**src/rtl/core_inst_enc_pkg.sv**
```systemverilog
// Shared RV32I encoding constants: format codes, opcodes, funct fields, NOP
// and the request payload struct. Opcode/funct constants are also used by decode.
package core_inst_enc_pkg;

    localparam int unsigned XLEN  = 32;
    localparam int unsigned REG_W = 5;
    localparam int unsigned OPC_W = 7;
    localparam int unsigned F3_W  = 3;
    localparam int unsigned F7_W  = 7;
    localparam int unsigned FMT_W = 3;

    typedef enum logic [FMT_W-1:0] {
        ENC_FMT_R = 3'd0,
        ENC_FMT_I = 3'd1,
        ENC_FMT_S = 3'd2,
        ENC_FMT_B = 3'd3,
        ENC_FMT_U = 3'd4,
        ENC_FMT_J = 3'd5
    } enc_fmt_e;

    localparam logic [OPC_W-1:0] INST_TYPE_LOAD   = 7'h03;
    localparam logic [OPC_W-1:0] INST_TYPE_FENCE  = 7'h0F;
    localparam logic [OPC_W-1:0] INST_TYPE_OPIMM  = 7'h13;
    localparam logic [OPC_W-1:0] INST_TYPE_AUIPC  = 7'h17;
    localparam logic [OPC_W-1:0] INST_TYPE_STORE  = 7'h23;
    localparam logic [OPC_W-1:0] INST_TYPE_OP     = 7'h33;
    localparam logic [OPC_W-1:0] INST_TYPE_LUI    = 7'h37;
    localparam logic [OPC_W-1:0] INST_TYPE_BRANCH = 7'h63;
    localparam logic [OPC_W-1:0] INST_TYPE_JALR   = 7'h67;
    localparam logic [OPC_W-1:0] INST_TYPE_JAL    = 7'h6F;
    localparam logic [OPC_W-1:0] INST_TYPE_SYSTEM = 7'h73;

    localparam logic [F3_W-1:0] INST_FUNC3_ADD  = 3'd0;
    localparam logic [F3_W-1:0] INST_FUNC3_SLL  = 3'd1;
    localparam logic [F3_W-1:0] INST_FUNC3_SLT  = 3'd2;
    localparam logic [F3_W-1:0] INST_FUNC3_SLTU = 3'd3;
    localparam logic [F3_W-1:0] INST_FUNC3_XOR  = 3'd4;
    localparam logic [F3_W-1:0] INST_FUNC3_SRL  = 3'd5;
    localparam logic [F3_W-1:0] INST_FUNC3_OR   = 3'd6;
    localparam logic [F3_W-1:0] INST_FUNC3_AND  = 3'd7;

    localparam logic [F7_W-1:0] INST_FUNC7_BASE = 7'h00;
    localparam logic [F7_W-1:0] INST_FUNC7_ALT  = 7'h20;

    localparam logic [XLEN-1:0] INST_NOP = 32'h0000_0013;

    typedef struct packed {
        logic [FMT_W-1:0] fmt;
        logic [OPC_W-1:0] opcode;
        logic [F3_W-1:0]  func3;
        logic [F7_W-1:0]  func7;
        logic [REG_W-1:0] rs1;
        logic [REG_W-1:0] rs2;
        logic [REG_W-1:0] rd;
        logic [XLEN-1:0]  imm;
    } enc_req_t;

    // True when imm is representable as a signed value of (msb+1) bits.
    function automatic logic imm_fits(input logic [XLEN-1:0] imm, input int unsigned msb);
        logic [XLEN-1:0] hi;
        hi = XLEN'($signed(imm) >>> msb);
        return (hi == '0) || (hi == '1);
    endfunction

endpackage

```
**src/rtl/core_inst_enc_fifo.sv**
```systemverilog
// Two-entry 32-bit synchronous FIFO with flush; head is visible without a pop.
module core_inst_enc_fifo
    import core_inst_enc_pkg::*;
(
    input  logic            clk,
    input  logic            rst,
    input  logic            flush_in,
    input  logic            push_in,
    input  logic [XLEN-1:0] data_in,
    input  logic            pop_in,
    output logic [XLEN-1:0] data_out,
    output logic            full_out,
    output logic            empty_out
);

    localparam int unsigned CNT_W = 2;

    logic [XLEN-1:0]  mem_q [2];
    logic [XLEN-1:0]  mem_d [2];
    logic             wr_ptr_q, wr_ptr_d;
    logic             rd_ptr_q, rd_ptr_d;
    logic [CNT_W-1:0] cnt_q, cnt_d;
    logic             do_push, do_pop;

    always_comb begin
        mem_d    = mem_q;
        wr_ptr_d = wr_ptr_q;
        rd_ptr_d = rd_ptr_q;
        cnt_d    = cnt_q;
        do_push  = push_in && (cnt_q != CNT_W'(2));
        do_pop   = pop_in && (cnt_q != CNT_W'(0));
        if (flush_in) begin
            wr_ptr_d = 1'b0;
            rd_ptr_d = 1'b0;
            cnt_d    = '0;
        end else begin
            if (do_push) begin
                mem_d[wr_ptr_q] = data_in;
                wr_ptr_d        = ~wr_ptr_q;
            end
            if (do_pop) begin
                rd_ptr_d = ~rd_ptr_q;
            end
            cnt_d = cnt_q + CNT_W'(do_push) - CNT_W'(do_pop);
        end
    end

    always_ff @(posedge clk or negedge rst) begin
        if (!rst) begin
            mem_q[0] <= '0;
            mem_q[1] <= '0;
            wr_ptr_q <= 1'b0;
            rd_ptr_q <= 1'b0;
            cnt_q    <= '0;
        end else begin
            mem_q    <= mem_d;
            wr_ptr_q <= wr_ptr_d;
            rd_ptr_q <= rd_ptr_d;
            cnt_q    <= cnt_d;
        end
    end

    assign data_out  = mem_q[rd_ptr_q];
    assign full_out  = (cnt_q == CNT_W'(2));
    assign empty_out = (cnt_q == CNT_W'(0));

endmodule

```
**src/rtl/core_inst_enc.sv**
```systemverilog
// RV32I instruction encoder: packs decoded fields into words and streams them
// to instruction memory at a wrapping address. Build option: ENC_CHECK_EN.
module core_inst_enc
    import core_inst_enc_pkg::*;
#(
    parameter int unsigned     MEM_DEPTH = 1024,
    parameter logic [XLEN-1:0] BASE_ADDR = 32'h0000_0000
) (
    input  logic             clk,
    input  logic             rst,
    input  logic             req_valid_in,
    output logic             req_ready_out,
    input  logic [FMT_W-1:0] fmt_in,
    input  logic [OPC_W-1:0] opcode_in,
    input  logic [F3_W-1:0]  func3_in,
    input  logic [F7_W-1:0]  func7_in,
    input  logic [REG_W-1:0] rs1_in,
    input  logic [REG_W-1:0] rs2_in,
    input  logic [REG_W-1:0] rd_in,
    input  logic [XLEN-1:0]  imm_in,
    input  logic             flush_in,
    output logic             mem_we_out,
    output logic [XLEN-1:0]  mem_addr_out,
    output logic [XLEN-1:0]  mem_data_out,
    input  logic             mem_ready_in,
    output logic [XLEN-1:0]  inst_count_out,
    output logic             err_out
);

    localparam logic [XLEN-1:0] LAST_ADDR = BASE_ADDR + XLEN'(4 * (MEM_DEPTH - 1));

    enc_req_t        req;
    logic [XLEN-1:0] enc_word;
    logic            illegal;
    logic            accept;
    logic            write;
    logic            fifo_full, fifo_empty;
    logic [XLEN-1:0] addr_q, addr_d;
    logic [XLEN-1:0] cnt_q, cnt_d;
    logic            err_q, err_d;

    always_comb begin
        req.fmt    = fmt_in;
        req.opcode = opcode_in;
        req.func3  = func3_in;
        req.func7  = func7_in;
        req.rs1    = rs1_in;
        req.rs2    = rs2_in;
        req.rd     = rd_in;
        req.imm    = imm_in;
    end

    // Field packing; anything outside the six formats becomes a NOP.
    always_comb begin
        enc_word = INST_NOP;
        case (req.fmt)
            ENC_FMT_R: enc_word = {req.func7, req.rs2, req.rs1, req.func3, req.rd, req.opcode};
            ENC_FMT_I: enc_word = {req.imm[11:0], req.rs1, req.func3, req.rd, req.opcode};
            ENC_FMT_S: enc_word = {req.imm[11:5], req.rs2, req.rs1, req.func3,
                                   req.imm[4:0], req.opcode};
            ENC_FMT_B: enc_word = {req.imm[12], req.imm[10:5], req.rs2, req.rs1, req.func3,
                                   req.imm[4:1], req.imm[11], req.opcode};
            ENC_FMT_U: enc_word = {req.imm[31:12], req.rd, req.opcode};
            ENC_FMT_J: enc_word = {req.imm[20], req.imm[10:1], req.imm[11], req.imm[19:12],
                                   req.rd, req.opcode};
            default:   enc_word = INST_NOP;
        endcase
    end

`ifdef ENC_CHECK_EN
    // Illegal field sets complete the handshake but are dropped.
    always_comb begin
        illegal = 1'b0;
        case (req.fmt)
            ENC_FMT_R:            illegal = 1'b0;
            ENC_FMT_I, ENC_FMT_S: illegal = !imm_fits(req.imm, 11);
            ENC_FMT_B:            illegal = !imm_fits(req.imm, 12) || req.imm[0];
            ENC_FMT_U:            illegal = (req.imm[11:0] != '0);
            ENC_FMT_J:            illegal = !imm_fits(req.imm, 20) || req.imm[0];
            default:              illegal = 1'b1;
        endcase
    end
`else
    assign illegal = 1'b0;
`endif

    assign accept = req_valid_in && req_ready_out && !flush_in;
    assign write  = mem_we_out && mem_ready_in;

    core_inst_enc_fifo u_fifo (
        .clk       (clk),
        .rst       (rst),
        .flush_in  (flush_in),
        .push_in   (accept && !illegal),
        .data_in   (enc_word),
        .pop_in    (write),
        .data_out  (mem_data_out),
        .full_out  (fifo_full),
        .empty_out (fifo_empty)
    );

    // Address wraps over the memory window; count saturates.
    always_comb begin
        addr_d = addr_q;
        cnt_d  = cnt_q;
        err_d  = accept && illegal;
        if (flush_in) begin
            addr_d = BASE_ADDR;
            cnt_d  = '0;
        end else if (write) begin
            addr_d = (addr_q == LAST_ADDR) ? BASE_ADDR : addr_q + XLEN'(4);
            if (cnt_q != '1) begin
                cnt_d = cnt_q + XLEN'(1);
            end
        end
    end

    always_ff @(posedge clk or negedge rst) begin
        if (!rst) begin
            addr_q <= BASE_ADDR;
            cnt_q  <= '0;
            err_q  <= 1'b0;
        end else begin
            addr_q <= addr_d;
            cnt_q  <= cnt_d;
            err_q  <= err_d;
        end
    end

    assign req_ready_out  = !fifo_full;
    assign mem_we_out     = !fifo_empty;
    assign mem_addr_out   = addr_q;
    assign inst_count_out = cnt_q;
    assign err_out        = err_q;

endmodule

```
**config.mk**
```make
export PLATFORM = sky130hd
export DESIGN_NAME = core_inst_enc
export DESIGN_NICKNAME = d
export VERILOG_FILES = /design/src/rtl/core_inst_enc_pkg.sv /design/src/rtl/core_inst_enc_fifo.sv /design/src/rtl/core_inst_enc.sv
export SDC_FILE = /design/constraint.sdc
export NUM_CORES = 1
export LEC_CHECK = 0
export BUFFER_PORTS_ARGS = -buffer_cell sky130_fd_sc_hd__buf_4
export CORE_UTILIZATION = 56
export CTS_BUF_LIST = sky130_fd_sc_hd__clkbuf_4 sky130_fd_sc_hd__clkbuf_8
export DETAILED_ROUTE_END_ITERATION = 7
export GPL_TIMING_DRIVEN = 0
export PLACE_DENSITY = 0.83
export SLEW_MARGIN = 0
export SYNTH_ARGS = -nofsm -noshare
export SYNTH_HDL_FRONTEND = slang
export SYNTH_SLANG_ARGS = --single-unit
```
**constraint.sdc**
```tcl
create_clock -name clk -period 2.48 [get_ports clk]
set_input_delay 0.744 -clock clk [delete_from_list [all_inputs] [get_ports clk]]
set_output_delay 0.744 -clock clk [all_outputs]
set_load 0.05 [all_outputs]
```
==> results of run 1 <==
## routing by layer
layer,up-vias,global-route usage,part of all wire
met5,-,0,0
met4,0,0.140,0.024
met3,41,0.0745,0.076
met2,351,0.524,0.50
met1,3117,0.388,0.40
li1,2982,-,-
## cell families after synthesis
kind of cell    count (synthesis)
buf+inv                        61
simple gates                  274
flops                         130
xor+xnor                       42
compound gates                160
fa+ha+maj                       5
mux                            56
other cells                     1
## registers in the layout (all words and copies together), names as in the netlist
register / cells
u_fifo.wr_ptr_q: 1
u_fifo.cnt_q: 2
u_fifo.rd_ptr_q: 1
u_fifo.mem_q: 64
mem_addr_out: 30
inst_count_out: 32
## power breakdown
part / switching, uW / total [uW] / internal (uW)
registers: 318 / 2950 / 2630
clock network: 930 / 2060 / 1130
logic: 2290 / 3530 / 1230
## worst min path at each step
stage | from | to | cells after the start
after floorplan | u_fifo.mem_q[0] | u_fifo.mem_q[0] | 2
after global routing | rst | inst_count_out[7] | 1
after detailed placement | u_fifo.mem_q[51] | u_fifo.mem_q[51] | 2
final | rst | inst_count_out[6] | 1
after CTS | rst | inst_count_out[6] | 1
after global placement | u_fifo.mem_q[19] | u_fifo.mem_q[19] | 2
## layout make-up
type,count,area share
Buffer,45,0.0251
Clock buffer,17,0.0264
Clock inverter,15,0.0248
Inverter,15,0.00635
Multi-Input combinational cell,540,0.384
Sequential cell,130,0.367
Tap cell,147,0.0207
Timing Repair Buffer,169,0.146
## critical path, delay by kind of cell (launching register included)
family / cells / cell delay [ps]
DFF: 1 / 450
buffers and inverters: 2 / 410
muxes: 1 / 370
## per-stage QoR
stage                     TNS, ps  std cells  cell area (sq um)
after CTS                   -26.7       1074               8820
after global placement     -10390       1042               8320
after floorplan                 0        731               6900
after global routing            0       1078               8870
final                           0       1078               8870
after detailed placement   -12980       1043               8350
## cells in the final DEF, fill, tap and decap left out, types with 22 or more instances in the layout
master,instances
mux2_2,48
a21oi_1,49
o21ai_0,64
nand4_1,25
and3_1,22
xor2_1,28
clkbuf_1,30
nand2_1,91
buf_4,172
dfrtp_1,126
nor2_1,45
nand3_1,30
## what timing repair did
item,4_1_cts,5_1_grt
pin swaps,0,1
setup buffers,0,4
gates cloned,0,0
resized for setup,9,6
setup endpoints to repair,30,31
==> impl_metrics.toml, run 1 <==
[outcome]
outcome = "completed"

[final_layout]
drive_above_1_share = 0.300
antenna_cells = 0
layout-area-overhead-vs-synth_pct = 28.9
finish.net_count = 995
nFillCells = 883
multi_input_area_sq_mm = 0.00340
seqCellArea_sq_mm = 0.00326
postLayoutCoreUtil = 0.738

[critical_path]
rr_startpoint = "inst_count_out[11]"
crit_type = "register to output pin"
worstPathArrival_ps = 1680
crit_fanout = 10
timing.rr.end = "inst_count_out[19]"
cpMostUsedCell = "buf_4"
ff2ff_path_depth = 6
worstSetupEndpoint = "mem_data_out[2]"
required_ps = 1740
setup.worst_path.start = "u_fifo.rd_ptr_q"
slowest_delay_ps = 450
startpoint_type = "register"
r2r_setup_slack_ps = 160
worstSetupEndpointType = "output pin"
path_cells = "buf_4 > mux2_2 > buf_4"
cp_slowest_cell = "dfrtp_2"

[pwr]
p_leak_uw = 0.00413
vdd.ir_drop.worst_mv = 0.816
p_per_area_mw_per_mm2 = 963
p_total_uw = 8540

[sta]
setup_viol = 0
finalCriticalPeriod_ps = 2430
tightest_slew_ps = 1090
fin_crit_sh = 0.979
fin_ws_ps = 52.0
skew_ps = 16.0
max_clock_freq_ghz = 0.412
rsz0062_at_grt = "no"
hold-worst-slack_ps = 217
hold_viol = 0
maxSlewViolCount = 0
slew_headroom = 0.265

[yosys]
synthArstFlopShare = 1.00
synth_top_family_by_area = "simple AND/OR/NAND/NOR gates"
synth_seq_area_share = 0.473
ys_types = 56
yosysWarnings = 0
yosys.area_share.simple = 0.199
yosysMostFrequentCell = "dfrtp_1"
synth_cells = 729
synthXorXnorAreaFrac = 0.0535
avgSynthCellArea_sq_um = 9.44
synth_fa_ha_area_frac = 0.00909
synth_top_area_share = 0.473
synth_area_leader_cell = "dfrtp_1"
synth_mux_area_frac = 0.0904
yosys-top-cells-count = "dfrtp_1, nand2_1, o21ai_0, a21oi_1, mux2_2"
synthFlopType = "dfrtp_1"
ys_top_cells_by_area = "dfrtp_1, mux2_2, nand2_1"
synth_compound_area_frac = 0.136
synth-seq-cells = 130
netlist_area_sq_mm = 0.00688
synth_edf_count = 0

[place]
finalWeightedCongestion = 0.968
hpwlAfterDp_microns = 14300
pre_cts_ws_ps = -420
io_buffers = 164

[clocking]
cts_hold_buf = 0
clock_sinks = 130
cts-root-buf = "clkbuf_8"
cts_inserted_buffers = 17
cts_buffer_depth = 2
htree_levels = 4
cts_tree = "done"
clk_pin_slew_ps = 90
clk_latency_ps = 450

[run]
drv_cap = 0

[floorplanning]
dieHeight_microns = 113
num_rows = 40
initial_core_util = 0.573
die_w_microns = 113
fp.dieArea_sq_mm = 0.0127
core_area_sq_mm = 0.0120
io_pins = 171

[route]
via_per_inst = 6.02
vias = 6491
drt_iter0_drc = 655
drcViolationCount = 0
ant_nets = 0
wl_microns = 19600
dr.pass1.iters = 5
wl_per_cell_microns = 18.1

[worst_hold_path]
hold_class = "primary input to asynchronous set/reset pin"

[global_route]
grt_pass1_wl_microns = 31200
grt_overflow_total = 0
grt_usage = 0.314
antenna_found_initial = 0
grt_start_max_net_pins = 86
grt_pass1_vias = 6434
Power figures use the tool's default switching activity.
==> inputs of run 2 (changes only) <==
--- a/config.mk
+++ b/config.mk
@@ -5,7 +5,8 @@
 export SDC_FILE = /design/constraint.sdc
 export NUM_CORES = 1
 export LEC_CHECK = 0
-export BUFFER_PORTS_ARGS = -buffer_cell sky130_fd_sc_hd__buf_4
+export BUFFER_PORTS_ARGS = -buffer_cell sky130_fd_sc_hd__buf_2
+export CORE_MARGIN = 5
 export CORE_UTILIZATION = 56
 export CTS_BUF_LIST = sky130_fd_sc_hd__clkbuf_4 sky130_fd_sc_hd__clkbuf_8
 export DETAILED_ROUTE_END_ITERATION = 7
==> impl_metrics.toml, run 2 (synthesis results as in run 1) <==
[critical_path]
rr_startpoint = "inst_count_out[0]"
worstSetupEndpoint = "mem_data_out[13]"
setup.worst_path.start = "u_fifo.rd_ptr_q"
crit_type = "register to output pin"
required_ps = 1740
ff2ff_path_depth = 7
cp_slowest_cell = "dfrtp_2"
startpoint_type = "register"
crit_fanout = 10
r2r_setup_slack_ps = 80
slowest_delay_ps = 450
worstSetupEndpointType = "output pin"
timing.rr.end = "inst_count_out[19]"
path_cells = "buf_4 > mux2_2 > buf_2"
worstPathArrival_ps = 1700

[sta]
hold_viol = 0
fin_crit_sh = 0.986
tightest_slew_ps = 1100
setup_viol = 0
rsz0062_at_grt = "yes"
maxSlewViolCount = 0
skew_ps = 10.0
slew_headroom = 0.263
max_clock_freq_ghz = 0.409
finalCriticalPeriod_ps = 2440

[route]
wl_microns = 18700
drt_iter0_drc = 615
via_per_inst = 5.83
dr.pass1.iters = 5
vias = 6266
ant_nets = 0
drcViolationCount = 0
wl_per_cell_microns = 17.4

[pwr]
vdd.ir_drop.worst_mv = 0.587
p_per_area_mw_per_mm2 = 963
p_leak_uw = 0.00404

[global_route]
grt_start_max_net_pins = 94
grt_pass1_wl_microns = 30800
grt.busiest_layer = "met2"
grt_pass1_vias = 6264
grt_overflow_total = 0
met2_usage = 0.421
antenna_found_initial = 0
grt_usage = 0.265
grt_use_met3 = 0.0706
use_met1 = 0.336

[clocking]
clk_latency_ps = 450
clk_pin_slew_ps = 70
htree_levels = 4
clock_sinks = 130
cts-root-buf = "clkbuf_8"
cts_tree = "done"
cts_buffer_depth = 2
cts_inserted_buffers = 17
cts_hold_buf = 0

[floorplanning]
fp.dieArea_sq_mm = 0.0146
initial_core_util = 0.573
io_pins = 171
core_area_sq_mm = 0.0120
num_rows = 40
die_w_microns = 121
dieHeight_microns = 121

[final_layout]
postLayoutCoreUtil = 0.701
layout-area-overhead-vs-synth_pct = 22.4
drive_above_1_share = 0.298
top_register = "u_fifo.mem_q"
final_cell_mix = "buf_2, dfrtp_1, nand2_1, o21ai_0, a21oi_1"
nFillCells = 938
final_cells = 1075
multi_input_area_sq_mm = 0.00341
final_common_cell = "buf_2"
antenna_cells = 0
seqCellArea_sq_mm = 0.00326
largest_register_ffs = 64
finish.net_count = 993
design_area_sq_mm = 0.00842

[place]
place_area_sq_mm = 0.00794
hpwlAfterDp_microns = 13900
finalWeightedCongestion = 0.927
io_buffers = 164
dp.cells = 1043

[run]
drv_cap = 0

[outcome]
outcome = "completed"

[worst_hold_path]
hold_class = "primary input to asynchronous set/reset pin"
[run 2: cell types whose count changed in the layout (fill, tap and decap cells not counted), moves of 3 or more]
cell / previous run / this run
buf_4: 172 / 8
buf_2: 1 / 163
inv_6: 5 / 0
clkinv_2: 0 / 4
clkbuf_4: 0 / 3
clkinv_4: 3 / 0
[run 2: area by class of cell]
| type | count | area share |
|---|---|---|
| Inverter | 15 | 0.00669 |
| Clock buffer | 20 | 0.0305 |
| Multi-Input combinational cell | 540 | 0.405 |
| Clock inverter | 11 | 0.0193 |
| Sequential cell | 130 | 0.387 |
| Tap cell | 147 | 0.0218 |
| Buffer | 45 | 0.0263 |
| Timing Repair Buffer | 167 | 0.104 |
[run 2: worst max-delay path, delay by kind of cell (launching register included)]
family | cells | cell delay (ps)
mux | 1 | 360
buf+inv | 2 | 430
flops | 1 | 450
[run 2: worst min path at each step]
| stage | startpoint | end | slack, ps | cells past startpoint |
|---|---|---|---|---|
| 6_report | rst | inst_count_out[13] | 180 | 1 |
| 4_1_cts | rst | inst_count_out[13] | 180 | 1 |
| 3_3_place_gp | u_fifo.mem_q[17] | u_fifo.mem_q[17] | 460 | 2 |
| 2_1_floorplan | u_fifo.mem_q[0] | u_fifo.mem_q[0] | 440 | 2 |
| 5_1_grt | rst | inst_count_out[21] | 190 | 1 |
| 3_5_place_dp | u_fifo.mem_q[18] | u_fifo.mem_q[18] | 470 | 2 |
[run 2: stage by stage]
stage / TNS, ps / setup WS [ps] / total power, uW / hold slack (ps)
finish: 0 / 35.8 / 8110 / 185
global route: -110 / -16.3 / 8530 / 194
CTS: -309 / -31.0 / 8120 / 183
detailed placement: -12090 / -375 / 6160 / 465
global placement: -140710 / -1230 / 6070 / 456
floorplan: 0 / 9.15 / 5330 / 444
[run 2: power breakdown]
group | total [uW] | internal (uW) | switching, uW | leakage, uW
registers | 2940 | 2640 | 300 | 0.00173
logic | 3240 | 986 | 2250 | 0.00210
clock network | 1930 | 1110 | 820 | 0.000209
[run 2: per-layer routing]
metal | wire length [microns] | share of wire | vias to the layer above
li1 | - | - | 2973
met1 | 7640 | 0.41 | 2985
met2 | 9070 | 0.48 | 271
met3 | 1500 | 0.080 | 37
met4 | 525 | 0.028 | 0
met5 | 0 | 0 | -
[run 2: what timing repair did]
| action | in CTS | in global routing |
|---|---|---|
| pin swaps | 0 | 0 |
| resized for setup | 10 | 6 |
| setup endpoints to repair | 30 | 34 |
| hold endpoints to repair | 0 | 0 |
| buffers inserted | 0 | 2 |
==> inputs of run 3 (changes only) <==
--- a/config.mk
+++ b/config.mk
@@ -12,6 +12,7 @@
 export DETAILED_ROUTE_END_ITERATION = 7
 export GPL_TIMING_DRIVEN = 0
 export PLACE_DENSITY = 0.83
+export SETUP_SLACK_MARGIN = 0.15
 export SLEW_MARGIN = 0
 export SYNTH_ARGS = -nofsm -noshare
 export SYNTH_HDL_FRONTEND = slang
==> impl_metrics.toml, run 3 (synthesis results as in run 1) <==
[clocking]
cts_tree = "done"
clk_latency_ps = 460
htree_levels = 4
clk_pin_slew_ps = 70
clock_sinks = 130
cts_buffer_depth = 2
cts_hold_buf = 0
cts_inserted_buffers = 17
cts-root-buf = "clkbuf_8"

[final_layout]
final_cells = 1081
layout-area-overhead-vs-synth_pct = 27.9
largest_register_ffs = 64
final_common_cell = "buf_2"
final_cell_mix = "buf_2, dfrtp_1, nand2_1, o21ai_0, a21oi_1"
postLayoutCoreUtil = 0.733
drive_above_1_share = 0.323
top_register = "u_fifo.mem_q"
finish.net_count = 998
antenna_cells = 0

[pwr]
combPwrFrac = 0.454
p_per_area_mw_per_mm2 = 995
seq_power_share = 0.336
clockPowerShare = 0.210
vdd.ir_drop.worst_mv = 1.11
p_leak_uw = 0.00415
switching_power_uw = 3530
switching_share = 0.403
internal-power_uw = 5230

[sta]
final.setup.tns_ps = 0
slew_headroom = 0.515
fin_crit_sh = 0.961
hold_viol = 0
skew_ps = 8.25
finalCriticalPeriod_ps = 2380
rsz0062_at_grt = "yes"
setup_viol = 0
tightest_slew_ps = 723
maxSlewViolCount = 0
max_clock_freq_ghz = 0.419

[critical_path]
crit_fanout = 10
worstSetupEndpointType = "output pin"
required_ps = 1740
r2r_setup_slack_ps = 190
startpoint_type = "register"
crit_type = "register to output pin"
timing.rr.end = "inst_count_out[19]"
ff2ff_path_depth = 7
cp_slowest_cell = "dfrtp_1"
slowest_delay_ps = 360
worstPathArrival_ps = 1640
rr_startpoint = "inst_count_out[0]"
setup.worst_path.start = "u_fifo.rd_ptr_q"
path_cells = "buf_8 > clkbuf_16 > mux2_2 > buf_6"

[floorplanning]
die_w_microns = 121
io_pins = 171
initial_core_util = 0.573
dieHeight_microns = 121
num_rows = 40
fp.dieArea_sq_mm = 0.0146
core_area_sq_mm = 0.0120

[route]
drcViolationCount = 0
wl_microns = 19500
vias = 6491
drt_iter0_drc = 677
dr.pass1.iters = 5
via_per_inst = 6.00
ant_nets = 0
wl_per_cell_microns = 18.0

[place]
hpwlAfterDp_microns = 13700
dp.cells = 1043
finalWeightedCongestion = 0.869
io_buffers = 164

[run]
drv_cap = 0

[worst_hold_path]
hold_class = "primary input to asynchronous set/reset pin"

[global_route]
antenna_found_initial = 0
grt_overflow_total = 0
grt_start_max_net_pins = 89
grt_pass1_wl_microns = 31500
grt_usage = 0.272
grt_pass1_vias = 6368

[outcome]
outcome = "completed"
## run 3: cell count changes in the layout (fill, tap and decap cells not counted), sizes merged
cell and change:
buf +2, bufinv -1, clkbuf +4, clkinv +1
## run 3: how the worst max path moves through the flow
stage	slack, ps	cells after the start	to
6_report	100	4	mem_data_out[4]
3_5_place_dp	-400	7	inst_count_out[29]
2_1_floorplan	140	7	inst_count_out[19]
4_1_cts	80	4	mem_data_out[8]
3_3_place_gp	-1230	1	inst_count_out[15]
5_1_grt	30	4	mem_data_out[11]
## run 3: layer usage
metal | vias up | share of wire | GRT usage
met5 | - | 0 | 0
met4 | 0 | 0.025 | 0.102
met3 | 58 | 0.10 | 0.0748
met2 | 390 | 0.49 | 0.444
met1 | 3047 | 0.39 | 0.345
li1 | 2996 | - | -
## run 3: area by class of cell
class,count,area [sq um]
plain buffers,46,289
clock buffers,21,264
clock inverters,11,138
fillers,847,3210
inverters,15,56.3
multi-input cells,540,3460
flip-flops and latches,130,3270
well taps,147,184
repair buffers,171,1140
## run 3: power groups by stage
stage               registers, uW  clock network [uW]  logic [uW]
finish                       2950                1840        3980
global route                 3010                1960        4230
CTS                          2920                1850        3840
detailed placement           2950                   0        3210
global placement             2920                   0        3150
floorplan                    2930                   0        2390
## run 3: metrics by stage
step | total power, uW | worst slack, ps | hold slack (ps) | instance area [sq um]
5_1_grt | 9200 | 33.5 | 220 | 8800
3_3_place_gp | 6070 | -1230 | 455 | 7920
2_1_floorplan | 5320 | 142 | 444 | 6920
3_5_place_dp | 6170 | -405 | 465 | 7960
6_report | 8760 | 95.7 | 203 | 8800
4_1_cts | 8610 | 77.7 | 210 | 8700
## run 3: worst max-delay path, delay by kind of cell (launching register included)
kind     cells  cell delay [ps]
mux          1              360
flops        1              360
buf+inv      3              470
## run 3: repair_timing
action | CTS | global route
buffers inserted | 1 | 4
gates cloned | 1 | 0
gates resized for setup | 89 | 23
setup endpoints to repair | 55 | 76
pin swaps | 0 | 1
